==> config.mk <==
export PLATFORM = sky130hd
export DESIGN_NAME = execute_stage_pipe
export DESIGN_NICKNAME = d
export VERILOG_FILES = /design/src/rtl/execute_stage_pipe.sv
export SDC_FILE = /design/constraint.sdc
export NUM_CORES = 1
export LEC_CHECK = 0
export ABC_CLOCK_PERIOD_IN_PS = 2500
export CORE_AREA = 2 2 106 108
export DETAILED_ROUTE_END_ITERATION = 12
export DIE_AREA = 0 0 108 110
export GPL_TIMING_DRIVEN = 1
export PLACE_DENSITY = 0.77
export SLEW_MARGIN = 20
export SYNTH_ARGS = -nofsm -noshare
export SYNTH_HDL_FRONTEND = slang
export SYNTH_SLANG_ARGS = --single-unit
==> constraint.sdc <==
create_clock -name i_clk -period 2.5 [get_ports i_clk]
set_clock_uncertainty 0.15 [all_clocks]
set_input_delay 0.625 -clock i_clk [delete_from_list [all_inputs] [get_ports i_clk]]
set_output_delay 0.625 -clock i_clk [all_outputs]
set_load 0.02 [all_outputs]
==> src/rtl/execute_stage_pipe.sv <==
`default_nettype none
// +-----------------------------------------------------------------------------+
// | execute_stage_pipe : registered execute stage, valid/ready, shift-add MUL   |
// | Revision: 1.0                                                               |
// +-----------------------------------------------------------------------------+
module execute_stage_pipe #(
   parameter int DATA_W = 8,
   parameter int ADDR_W = 4,
   parameter int MUL_EN = 1
) (
   input  logic              i_clk,
   input  logic              i_rst_n,
   input  logic              i_valid,
   output logic              o_ready,
   input  logic [3:0]        i_opcode,
   input  logic [DATA_W-1:0] i_srcdata_1,
   input  logic [DATA_W-1:0] i_srcdata_2,
   input  logic [ADDR_W-1:0] i_destadd,
   input  logic              i_flush,
   output logic              o_valid,
   input  logic              i_ready,
   output logic              o_write_en,
   output logic [ADDR_W-1:0] o_write_add,
   output logic [DATA_W-1:0] o_write_data,
   output logic [3:0]        o_flags,
   output logic              o_busy
);

   localparam int c_SH_W  = $clog2(DATA_W);
   localparam int c_CNT_W = $clog2(DATA_W);
   localparam logic [c_CNT_W-1:0] c_CNT_LAST = c_CNT_W'(DATA_W - 1);

   localparam logic [3:0] c_OP_ADD = 4'h1;
   localparam logic [3:0] c_OP_SUB = 4'h2;
   localparam logic [3:0] c_OP_AND = 4'h3;
   localparam logic [3:0] c_OP_OR  = 4'h4;
   localparam logic [3:0] c_OP_XOR = 4'h5;
   localparam logic [3:0] c_OP_NOT = 4'h6;
   localparam logic [3:0] c_OP_SHL = 4'h7;
   localparam logic [3:0] c_OP_SHR = 4'h8;
   localparam logic [3:0] c_OP_MUL = 4'h9;
   localparam logic [3:0] c_OP_MOV = 4'hA;
   localparam logic [3:0] c_OP_CMP = 4'hB;

   typedef enum logic [0:0] {
      ST_IDLE     = 1'b0,
      ST_MUL_BUSY = 1'b1
   } state_t;

   state_t r_state, w_state_next;

   logic              r_valid, r_we;
   logic [ADDR_W-1:0] r_add, r_mul_add;
   logic [DATA_W-1:0] r_data, r_mul_b;
   logic [3:0]        r_flags;
   logic [2*DATA_W-1:0] r_mul_a, r_acc, w_mul_sum;
   logic [c_CNT_W-1:0]  r_cnt;

   logic              w_accept, w_is_mul, w_mul_done;
   logic [c_SH_W-1:0] w_sh;
   logic [DATA_W:0]   w_add, w_sub, w_shl, w_shr;
   logic [DATA_W-1:0] w_res, w_mul_lo;
   logic              w_c, w_v, w_we, w_nz;
   logic [3:0]        w_flags, w_mul_flags;

   assign o_ready  = i_rst_n && (r_state == ST_IDLE) && (!r_valid || i_ready);
   assign w_accept = i_valid && o_ready && !i_flush;
   assign w_is_mul = (i_opcode == c_OP_MUL) && (MUL_EN != 0);

   assign w_sh  = i_srcdata_2[c_SH_W-1:0];
   assign w_add = {1'b0, i_srcdata_1} + {1'b0, i_srcdata_2};
   assign w_sub = {1'b0, i_srcdata_1} - {1'b0, i_srcdata_2};
   // Extra bit beside the operand catches the last bit shifted out.
   assign w_shl = {1'b0, i_srcdata_1} << w_sh;
   assign w_shr = {i_srcdata_1, 1'b0} >> w_sh;

   always_comb begin
      w_res = '0;
      w_c   = 1'b0;
      w_v   = 1'b0;
      w_we  = 1'b0;
      w_nz  = 1'b0;
      case (i_opcode)
         c_OP_ADD: begin
            w_res = w_add[DATA_W-1:0];
            w_c   = w_add[DATA_W];
            w_v   = (i_srcdata_1[DATA_W-1] == i_srcdata_2[DATA_W-1]) &&
                    (w_res[DATA_W-1] != i_srcdata_1[DATA_W-1]);
            w_we  = 1'b1;
            w_nz  = 1'b1;
         end
         c_OP_SUB, c_OP_CMP: begin
            w_res = w_sub[DATA_W-1:0];
            w_c   = w_sub[DATA_W];
            w_v   = (i_srcdata_1[DATA_W-1] != i_srcdata_2[DATA_W-1]) &&
                    (w_res[DATA_W-1] != i_srcdata_1[DATA_W-1]);
            w_we  = (i_opcode == c_OP_SUB);
            w_nz  = 1'b1;
         end
         c_OP_AND: begin w_res = i_srcdata_1 & i_srcdata_2; w_we = 1'b1; w_nz = 1'b1; end
         c_OP_OR:  begin w_res = i_srcdata_1 | i_srcdata_2; w_we = 1'b1; w_nz = 1'b1; end
         c_OP_XOR: begin w_res = i_srcdata_1 ^ i_srcdata_2; w_we = 1'b1; w_nz = 1'b1; end
         c_OP_NOT: begin w_res = ~i_srcdata_1;              w_we = 1'b1; w_nz = 1'b1; end
         c_OP_MOV: begin w_res = i_srcdata_2;               w_we = 1'b1; w_nz = 1'b1; end
         c_OP_SHL: begin
            w_res = w_shl[DATA_W-1:0];
            w_c   = w_shl[DATA_W];
            w_we  = 1'b1;
            w_nz  = 1'b1;
         end
         c_OP_SHR: begin
            w_res = w_shr[DATA_W:1];
            w_c   = w_shr[0];
            w_we  = 1'b1;
            w_nz  = 1'b1;
         end
         default: ;
      endcase
   end

   assign w_flags = {w_nz & w_res[DATA_W-1], w_nz & (w_res == '0), w_c, w_v};

   assign w_mul_sum   = r_acc + (r_mul_b[0] ? r_mul_a : '0);
   assign w_mul_lo    = w_mul_sum[DATA_W-1:0];
   assign w_mul_flags = {w_mul_lo[DATA_W-1], (w_mul_lo == '0), |w_mul_sum[2*DATA_W-1:DATA_W], 1'b0};
   assign w_mul_done  = (r_state == ST_MUL_BUSY) && (r_cnt == c_CNT_LAST) && !i_flush;

   always_ff @(posedge i_clk or negedge i_rst_n) begin
      if (!i_rst_n) r_state <= ST_IDLE;
      else          r_state <= w_state_next;
   end

   always_comb begin
      w_state_next = r_state;
      if (i_flush) begin
         w_state_next = ST_IDLE;
      end else begin
         case (r_state)
            ST_IDLE:     if (w_accept && w_is_mul) w_state_next = ST_MUL_BUSY;
            ST_MUL_BUSY: if (r_cnt == c_CNT_LAST)  w_state_next = ST_IDLE;
            default:     w_state_next = ST_IDLE;
         endcase
      end
   end

   always_ff @(posedge i_clk or negedge i_rst_n) begin
      if (!i_rst_n) begin
         r_valid   <= 1'b0;
         r_we      <= 1'b0;
         r_add     <= '0;
         r_data    <= '0;
         r_flags   <= '0;
         r_mul_a   <= '0;
         r_mul_b   <= '0;
         r_acc     <= '0;
         r_cnt     <= '0;
         r_mul_add <= '0;
      end else begin
         // One multiplier bit per cycle; the final bit is folded in as the slot loads.
         if (w_accept && w_is_mul) begin
            r_mul_a   <= {{DATA_W{1'b0}}, i_srcdata_1};
            r_mul_b   <= i_srcdata_2;
            r_acc     <= '0;
            r_cnt     <= '0;
            r_mul_add <= i_destadd;
         end else if (r_state == ST_MUL_BUSY) begin
            r_acc   <= w_mul_sum;
            r_mul_a <= r_mul_a << 1;
            r_mul_b <= r_mul_b >> 1;
            r_cnt   <= r_cnt + 1'b1;
         end

         if (i_flush) begin
            r_valid <= 1'b0;
            r_we    <= 1'b0;
         end else if (w_accept && !w_is_mul) begin
            r_valid <= 1'b1;
            r_we    <= w_we;
            r_add   <= i_destadd;
            r_data  <= w_res;
            r_flags <= w_flags;
         end else if (w_mul_done) begin
            r_valid <= 1'b1;
            r_we    <= 1'b1;
            r_add   <= r_mul_add;
            r_data  <= w_mul_lo;
            r_flags <= w_mul_flags;
         end else if (r_valid && i_ready) begin
            r_valid <= 1'b0;
            r_we    <= 1'b0;
         end
      end
   end

   assign o_valid      = r_valid;
   assign o_write_en   = r_we;
   assign o_write_add  = r_add;
   assign o_write_data = r_data;
   assign o_flags      = r_flags;
   assign o_busy       = (r_state == ST_MUL_BUSY);

endmodule
`default_nettype wire

Word-level counts from Yosys, hierarchy flattened. Index checks and enable logic that the tools add are counted.

Bitwise gates (word level): 8. Reduce and logical (&&, ||, !) cells: 25. Equality and inequality tests: 16. Mux-type cells: 30. Shift operators: 2. Add/sub/neg operators: 4.

Operators by type and width (number): 16-bit two-way mux (5); 8-bit one-hot mux with 9 select lines (1); 8-bit two-way mux (4); 16-bit adder (1); 4-bit by 3-bit == test with 1-bit output (second input constant) (4); 4-bit == test (second input constant) (4); 8-bit logical NOT (2); 4-bit two-way mux (4); 8-bit OR reduction (2); 1-bit logical AND (11); 1-bit two-way mux (10); 10-bit OR reduction (1); 8-bit by 8-bit adder with 9-bit output (1); 8-bit by 3-bit << shifter with 9-bit output (1); 9-bit by 3-bit right shift with 9-bit output (1); 8-bit by 8-bit subtractor with 9-bit output (1); 8-bit bitwise AND (1); 4-bit by 2-bit == test with 1-bit output (second input constant) (2); 8-bit NOT (1); 8-bit OR (1); 8-bit bitwise XOR (1); 3-bit two-way mux (2); 1-bit one-hot mux with 2 select lines (3); 4-bit by 1-bit == test with 1-bit output (second input constant) (1); other kinds (13) (20).

Output and inout bits: 20. Register bits: 66.

Logic depth before layout (Yosys ltp).
Word-level depth: 9. Gate-level depth with buffers: 11. Depth with buffers taken out: 11.

Worst setup path before layout. OpenSTA, ideal clock, no wires.

Kind: input-to-reg. From: in i_srcdata_2[1]. To: reg r_flags[0], in the netlist o_flags[0]. Arrival: 3038 ps. Stages on the path: 10. Data required time: 2274 ps. Path slack: -764 ps. Path buffers: 2. Path through: clkbuf_1 inv_1 buf_2 ha_1 o21ba_2 nor4_2 nor3_1 or4_1 mux4_2 o21ai_1.

Cells in the longest elaborated chain, start to end: 5. Elaborated cells on any way between the ends: 8. Classes of those cells: add/sub: 2; eq/ne: 2; mux: 2; reduce/logical: 2.

Ends and longest elaborated chain: start, declared (RTL line 17) `input logic [DATA_W-1:0] i_srcdata_2,`; 8-bit by 8-bit subtractor with 9-bit output or 8-bit by 8-bit adder with 9-bit output (tied branches) (RTL line 72, 71); 1-bit != test, on equally long branches (RTL line 96, 88); 1-bit logical AND, on equally long branches (RTL line 95, 87); 1-bit one-hot mux with 2 select lines * (RTL line 83) `case (i_opcode)`; 4-bit two-way mux * (RTL line 176) `end else if (w_accept && !w_is_mul) begin`; end signal, assigned (RTL line 181) `r_flags <= w_flags;`; end signal, assigned (RTL line 187) `r_flags <= w_mul_flags;`; end, declared (RTL line 55) `logic [3:0] r_flags;`.

Every way passes the cells marked *; elsewhere a longest branch is shown, timed or not. A chain may end at the register's enable or synchronous reset.

Worst setup path after layout.
From: reg r_mul_b[0]. To: reg r_flags[1], in the netlist o_flags[1].

Cells in the longest elaborated chain, start to end: 5.

Ends and longest elaborated chain: start, declared (RTL line 54) `logic [DATA_W-1:0] r_data, r_mul_b;`; start signal, assigned (RTL line 162) `r_mul_b <= i_srcdata_2;`; start signal, assigned (RTL line 169) `r_mul_b <= r_mul_b >> 1;`; 16-bit two-way mux (RTL line 123) `assign w_mul_sum = r_acc + (r_mul_b[0] ? r_mul_a : '0);`; 16-bit adder (RTL line 123); 8-bit OR reduction (RTL line 125) `assign w_mul_flags = {w_mul_lo[DATA_W-1], (w_mul_lo == '0), |w_mul_sum[2*DATA_W-1:DATA_W], 1'b0};`; 4-bit two-way mux (RTL line 182) `end else if (w_mul_done) begin`; 4-bit two-way mux (RTL line 176).

Every way passes these cells. The select of a mux whose other input is x is not followed.

==> results.md <==
* ANT cells at 0
* Slew Viols, Final at 0
* Syn nets at 755
* CTS tree: yes
* Final setup violating endpoints at 17
* Fmax at 331.8 MHz
* PortBufs at 48
* Hold Slack at 0.3270 ns
* Std-Cell Core Area at 10700 µm²
* Worst Path Required at 2.57 ns
* Yosys cell types at 77
* DIE AREA at 11880 µm²
* Clock slew at reported path FFs at 0.10 ns
* Yosys warns at 0
* M1 GR Usage at 45.68%
* Initial Util at 52.65%
* Met3 Use GR at 5.056%
* Via-to-Cell Ratio at 6.320
* Post-layout util at 80.19%
* DRT antenna net count at 0
* Final WS setup at -0.5138 ns
* Seq/Total Area, Yosys at 29.32%
* Post-Route WL at 22.38 mm
* Mapped cell area at 5633 µm²
* TritonCTS Buffers at 9
* Congestion Overflow GR at 0
* CTS sink count at 66
* Final hold vios at 0
* DR pass1 iterations at 6
* Startpoint Class: flop
* Most frequent cell after synthesis: nand2_1
* Final Power at 4.883 mW
* Number of global-route vias before repair at 6228
* Worst Setup End Kind: flop
* DRC Markers at 0
* Synthesized flop and latch total at 66
* Number of fillers in the final layout at 691
* Mapped Cells at 681
* Top post-synthesis cells by area: dfrtp_1, ha_1, nand2_1
* Fin crit period at 3.014 ns
* Final-stage net count at 980
* Post-synth top area cell: dfrtp_1
* Commonest cells in the netlist: nand2_1, dfrtp_1, o21ai_0, ha_1
* Post-placement cell count at 1013
* Maximum clock path buffer count at 2
* Global Route Usage Sum at 35.57%
* CTS root buf: clkbuf_8
* Cell Count, Final, Fillers Out at 1051
* Drt initial violations at 677
* Dpl hpwl at 15.57 mm
* PD cells at 569.2 nW/µm²
* Tcrit/Tclk final at 120.6%
* CP arrival at 3.08 ns
* Crit path max fanout at 6
* Synth Flop Type: dfrtp_1
* CP Class: reg2reg
* Failing checks: setup timing
* Asr flop ratio synth at 100.0%
* Die W at 108 µm
* RSZ-0062 raised after global routing: yes
* Number of synthesized flops with an enable pin at 0
* Hold Crit Class: in2async
* Routing usage on met2 at 61.23%
* Syn_area_per_cell at 8.272 µm²
* GP Congestion at 1.052
* Worst-Skew Late Latency at 0.38 ns
* # Max-Cap Violations at 0
* Layout area overhead at 52.29%
* Share of cells above drive strength 1 at 39.63%
* H-tree depth at 3
* GR peak layer: met2
* Status: complete, but fails checks
* Leak at 4.020 nW
* Top Ports at 49
* Die height at 110 µm
* Worst-margin pin slew at 0.8481 ns
* Initial antenna violation count at 0
* Relative slew slack at 43.46%
* Via Count at 6642
* Area share of the largest cell type after synthesis at 29.32%
* # rows at 38
* Global-route wire length before repair at 32.35 mm
* WL/cell at 21.29 µm
* DP Worst Slack at -0.8904 ns
* Worst vdd ir at 0.4356 mV
* Largest net degree at the start of global routing at 67
[timing repair]
| item | in CTS | in global routing |
|---|---|---|
| setup buffers | 15 | 11 |
| endpoints found under the setup margin | 34 | 23 |
| hold buffers | 0 | 0 |
| pin swaps | 45 | 29 |
| gates resized for setup | 117 | 88 |
| cloned | 0 | 1 |
[critical path: stages, from the launching register on]
cell,delay (ns)
dfrtp_1,0.44
and2_1,0.24
buf_4,0.15
fa_2,0.34
a21oi_2,0.18
o211ai_1,0.15
o41ai_2,0.26
xor2_1,0.33
o211ai_1,0.19
nor4_2,0.32
a31oi_1,0.14
[area by class of cell]
| type | instances | area (µm²) | share of cell area, % |
|---|---|---|---|
| clock buffers | 11 | 151.4 | 1.765 |
| clock inverters | 5 | 60.06 | 0.7001 |
| repair buffers | 253 | 2042 | 23.80 |
| well taps | 140 | 175.2 | 2.042 |
| inverters | 29 | 121.4 | 1.415 |
| flip-flops and latches | 66 | 1652 | 19.25 |
| multi-input cells | 547 | 4377 | 51.02 |
[layout by cell type (no fill, tap or decap), types with 4 or more instances in the layout]
master and count:
clkdlybuf4s50_1 25, nor2_1 27, xnor2_1 5, o22ai_1 4, a221o_1 6, o21ai_0 39, ha_4 19, inv_1 17
a22o_1 7, a21o_1 7, dfrtp_1 66, a211oi_2 4, nand3_1 17, mux4_2 4, nor3_1 11, ha_1 20
a2bb2oi_1 4, nor2b_1 11, mux2i_1 20, clkbuf_8 11, nand3b_1 8, a21oi_2 7, buf_6 17, and2_1 14
o21ai_2 4, nand4_1 4, nor4_2 4, o211ai_1 7, inv_2 9, a21oi_1 20, nand2_1 123, a22oi_1 27
buf_4 189, nand2b_1 6, xor2_1 4, o21ai_1 5, xor2_2 4, clkbuf_2 10
[power by group]
group | switching (mW) | internal, mW
registers | 0.188 | 1.30
clock network | 0.475 | 0.521
logic | 1.23 | 1.17
total | 1.89 | 2.99
[sequential cells by signal (all words and copies together), names as in the netlist]
name	cells
o_busy	1
r_acc	16
r_mul_a	16
r_mul_b	8
o_write_en	1
o_write_add	4
o_flags	4
o_write_data	8
r_cnt	3
r_mul_add	4
o_valid	1
[per-layer routing]
metal / routed length (µm) / up-vias
met2: 10640 / 434
met3: 2020 / 85
met4: 972 / 0
li1: - / 2928
met5: 0 / -
met1: 8744 / 3195
[cells by family after synthesis]
kind of cell	count (synthesis)	share of synthesized area, %
buffers and inverters	68	4.997
AND/OR/NAND/NOR	267	23.17
multiplexers	27	5.753
adder cells (fa/ha/maj)	45	10.40
AO/OA/AOI/OAI	190	23.43
XOR/XNOR	18	2.932
flip-flops	66	29.32
[path summary, 6_finish.rpt]
path,from,to,slack [ns],cells past startpoint
setup / recovery,r_mul_b[0]$_DFFE_PN0P_,o_flags[1]$_DFFE_PN0P_,-0.51,10
hold / removal,i_rst_n,r_acc[12]$_DFFE_PN0P_,0.33,2
setup reg to reg,r_mul_b[0]$_DFFE_PN0P_,o_flags[1]$_DFFE_PN0P_,-0.51,10
hold reg to reg,r_mul_b[3]$_DFFE_PN0P_,r_mul_b[3]$_DFFE_PN0P_,0.33,2
max in group asynchronous,i_rst_n,r_mul_a[9]$_DFFE_PN0P_,1.30,2
min in group i_clk,r_mul_b[3]$_DFFE_PN0P_,r_mul_b[3]$_DFFE_PN0P_,0.33,2
[metrics by stage]
stage / area (µm²) / setup TNS (ns)
floorplan: 5736 / -1.197
global placement: 7562 / -18.87
detailed placement: 7562 / -20.51
CTS: 8232 / -1.916
global route: 8578 / -4.798
finish: 8578 / -3.135
Note: power is estimated with default switching activity, not from simulation.
==> RTL change 1 (same settings) <==
The parameter `ADDR_W` goes from 4 to 3.
--- a/src/rtl/execute_stage_pipe.sv
+++ b/src/rtl/execute_stage_pipe.sv
@@ -6,5 +6,5 @@
 module execute_stage_pipe #(
    parameter int DATA_W = 8,
-   parameter int ADDR_W = 4,
+   parameter int ADDR_W = 3,
    parameter int MUL_EN = 1
 ) (
Interface: changed (resized i_destadd and o_write_add); port bits go from 49 to 47. No check against the original RTL was run, so the function may have changed too.
==> RTL change 1 against the original RTL <==
  * Cell count is 0.38% higher
  * Area after synthesis fell by 2.4%
  * Sequential cell count down 2
  * Die area did not move
  * Fmax fell by 2.7%
  * Setup slack lost 0.085 ns
  * Count of clock-buffer cells in the layout up 2
  * Power fell by 12%
  * Wire length up 2.4%
  * Cell area rose by 3.4%
  * The flow still finishes with violations (setup timing)
==> RTL change 1: results (changes against the original RTL) <==
run status=finished with violations; failing checks=setup timing; relative slew slack=0.599 (+0.164); nets=983 (+0.31%); area share of fa/ha/maj cells after synthesis=0.107 (+0.00258); total number of vias=6,553 (-1.3%); largest cells by area after synthesis=dfrtp_1 29%, ha_1 9.6%, nand2_1 8.3%, o21ai_0 4.0%, mux2i_1 3.3%; Setup WS pre-CTS=-1.17 ns (-0.282 ns); placed cell count=1,008 (-0.49%); slowest cell delay on critical path=0.50 ns (+0.06 ns); Worst-Skew Late Latency=0.34 ns (-0.04 ns); Cells after Synth=672 (-1.3%); DR WL met2=11.1 mm (+4.5%); synthesized net count=745 (-1.3%); TritonRoute pass-1 iters=8 (+2); Layout Cells excl Fill=1,055 (+0.38%); first-pass GRT wire length=31.0 mm (-4.3%); largest net degree at the start of global routing=52 (-22%); Pleak=4.17 nW (+3.8%); sequential-to-total area share from yosys stat=0.291 (-0.00183); setup TNS=-3.93 ns (-0.796 ns); clock slew at the register clock pins of the worst setup and hold paths=0.07 ns (-0.03 ns); met3 wire length=1.59 mm (-21%); final setup margin=-0.599 ns (-0.0849 ns); Post-DP Area=0.00766 sq mm (+1.3%); multiplexer share of the synthesized area=0.0656 (+0.00803); M3 GR Usage=0.0459 (-0.00470); post-synthesis compound-gate area fraction=0.246 (+0.0115); met2 usage=0.594 (-0.0180); final hold slack=0.141 ns (-0.186 ns); CP max FO=7 (+1); final setup vio count=18 (+1); Routed WL per cell=21.7 microns (+2.0%)
RTL change 1: cell types whose count changed after synthesis, moves of 5 or more:
cell / change
nor2_1: +9
a21oi_1: +6
or3_1: -5
clkbuf_1: +7
a2bb2oi_1: -5
nand3_1: -12
o21ai_1: +5
nor3_1: -5
a22oi_1: -7
a32oi_1: +6
RTL change 1: cell type report:
class,instances,area (sq um),share of cell area
clock buffer,13,159,0.0179
clock inverter,3,17.5,0.00198
inverter,27,129,0.0145
multi-input combinational,538,4490,0.507
sequential,64,1600,0.181
tap,140,175,0.0198
timing repair buffer,270,2290,0.258
RTL change 1: worst max path at each step:
| stage | end | slack (ns) |
|---|---|---|
| after CTS | o_flags[2] | -0.41 |
| final | o_flags[1] | -0.60 |
| after global placement | o_flags[2] | -1.20 |
| after floorplan | o_flags[2] | -0.64 |
| after detailed placement | o_flags[2] | -1.17 |
| after global routing | o_flags[1] | -0.63 |
RTL change 1: power breakdown:
| group | switching, mW | internal (mW) | leakage, nW |
|---|---|---|---|
| clock network | 0.400 | 0.412 | 0.0894 |
| registers | 0.169 | 1.23 | 0.822 |
| logic | 1.07 | 1.03 | 3.26 |
| total | 1.64 | 2.68 | 4.17 |
RTL change 1: timing repair:
action                                  CTS  global route
gates resized for setup                 163            85
gates cloned                              0             2
endpoints found under the setup margin   27            22
buffers inserted                         13            23
pin swaps                                51            49
RTL change 1: critical path: cells and delay by family, from the launching register on:
| family | cells | cell delay (ns) |
|---|---|---|
| buf+inv | 1 | 0.17 |
| simple gates | 3 | 0.86 |
| compound gates | 4 | 0.71 |
| fa+ha+maj | 1 | 0.39 |
| xor+xnor | 1 | 0.20 |
| flops | 1 | 0.46 |
==> RTL change 2 (same flow settings) <==
Without the edit above. Reset style: synchronous (`i_rst_n`), changed in 2 clocked blocks.
--- a/src/rtl/execute_stage_pipe.sv
+++ b/src/rtl/execute_stage_pipe.sv
@@ -126,5 +126,5 @@
    assign w_mul_done  = (r_state == ST_MUL_BUSY) && (r_cnt == c_CNT_LAST) && !i_flush;
 
-   always_ff @(posedge i_clk or negedge i_rst_n) begin
+   always_ff @(posedge i_clk) begin
       if (!i_rst_n) r_state <= ST_IDLE;
       else          r_state <= w_state_next;
@@ -144,5 +144,5 @@
    end
 
-   always_ff @(posedge i_clk or negedge i_rst_n) begin
+   always_ff @(posedge i_clk) begin
       if (!i_rst_n) begin
          r_valid   <= 1'b0;
Formal check against the unedited RTL: differs if i_rst_n is asserted again (counterexample within 4 cycles, from zero or initial values and one cycle with i_rst_n low); with i_rst_n held inactive, the same outputs for 10 cycles.
==> RTL change 2 against the original RTL <==
  * The flow still finishes with violations (setup timing)
  * Sequential cell count unchanged
  * Area after synthesis down 4.3%
  * Cell area up 6.1%
  * Setup slack about the same
  * Critical path depth up 1
  * Wire length up 26%
Power is not compared: it rests on default switching activity, and its combinational part moved more than twofold at a synthesized area within 25%.
==> RTL change 2: results (changes against the original RTL) <==
All-Layer GR Usage=0.412 (+0.0567); nets=1,046 (+6.7%); worst hold path type=reg2reg; Setup WS pre-CTS=-1.09 ns (-0.204 ns); CP Data Arrival Time=3.10 ns (+0.02 ns); area share of fa/ha/maj cells after synthesis=0.109 (+0.00466); clock slew at the register clock pins of the worst setup and hold paths=0.07 ns (-0.03 ns); DR vias/cell=6.57 (+4.0%); async set or reset register ratio after synthesis=0 (-1.00); Worst-Skew Late Latency=0.36 ns (-0.02 ns); TritonRoute pass-1 iters=7 (+1); synthesized net count=765 (+1.3%); final setup vio count=17 (unchanged); run status=finished with violations; routability cong.=1.06 (+1.2%); WL final=28.2 mm (+26%); final setup margin=-0.513 ns (+0.000489 ns); largest cells by area after synthesis=dfxtp_1 25%, ha_1 9.7%, mux2i_1 8.0%, nor2_1 5.9%, a21oi_1 5.4%; failing checks=setup timing; relative slew slack=0.644 (+0.210); post-detail-place hpwl=16.2 mm (+3.8%); dominant synthesized flop cell=dfxtp_1; post-synthesis compound-gate area fraction=0.252 (+0.0175); commonest cells in the netlist=85 x nor2_1, 69 x nand2_1, 66 x dfxtp_1, 58 x a21oi_1, 43 x mux2i_1; first-pass GRT wire length=37.3 mm (+15%); DRT iter0 DRCs=929 (+37%); number of global-route vias before repair=7,018 (+13%)
[RTL change 2: cell families (layout without fill, tap and decap cells)]
family	Yosys count	count (layout)
buffers and inverters	70	355
multiplexers	49	49
AO/OA/AOI/OAI	198	198
flip-flops	66	66
AND/OR/NAND/NOR	245	245
XOR/XNOR	18	18
adder cells (fa/ha/maj)	45	45
[RTL change 2: worst paths after layout]
check             depth (start not counted)  slack, ns    startpoint            to
setup reg to reg                         11      -0.51    r_mul_b[0]    o_flags[1]
hold reg to reg                           2       0.32  r_mul_add[2]  r_mul_add[2]
setup / recovery                         11      -0.51    r_mul_b[0]    o_flags[1]
hold / removal                            2       0.32  r_mul_add[2]  r_mul_add[2]
[RTL change 2: worst max-delay path: stages (launching register included)]
cell and delay [ns]:
dfxtp_4 0.37, buf_4 0.15, and2_4 0.17, ha_4 0.28
nand2_4 0.08, a2111oi_4 0.39, a21oi_2 0.15, o41ai_2 0.43
a21oi_1 0.14, xor2_1 0.19, nor3_2 0.27, a31oi_1 0.12
[RTL change 2: metal layers]
metal,vias up,part of all wire,track usage
li1,3079,-,-
met5,-,0,0
met2,628,0.46,0.706
met1,3404,0.34,0.481
met4,0,0.098,0.268
met3,226,0.10,0.0629
[RTL change 2: timing repair]
action	CTS	global route
gates cloned	3	0
endpoints found under the hold margin	0	0
pin swaps	71	61
setup endpoints to repair	25	24
setup buffers	36	16
resized for setup	196	95
[RTL change 2: stage by stage]
stage | cells | setup TNS (ns) | cell area, sq um
3_5_place_dp | 1057 | -23.34 | 7620
5_1_grt | 1116 | -5.47 | 9100
2_1_floorplan | 691 | -1.20 | 5530
6_report | 1116 | -4.49 | 9100
4_1_cts | 1106 | -1.73 | 8650
3_3_place_gp | 1057 | -21.76 | 7620
[RTL change 2: final cells by class]
class                           count  area (sq um)
Timing Repair Buffer              309          2580
Fill cell                         563          1600
Tap cell                          140           175
Multi-Input combinational cell    555          4710
Inverter                           31           139
Clock inverter                      2          12.5
Sequential cell                    66          1330
Clock buffer                       13           159
[RTL change 2: power groups by stage]
stage	clock network (mW)	logic [mW]	registers [mW]
floorplan	0	0.351	1.10
global placement	0	0.751	1.09
detailed placement	0	0.756	1.09
CTS	0.809	0.886	1.07
global route	0.861	1.04	1.07
finish	0.845	0.993	1.07
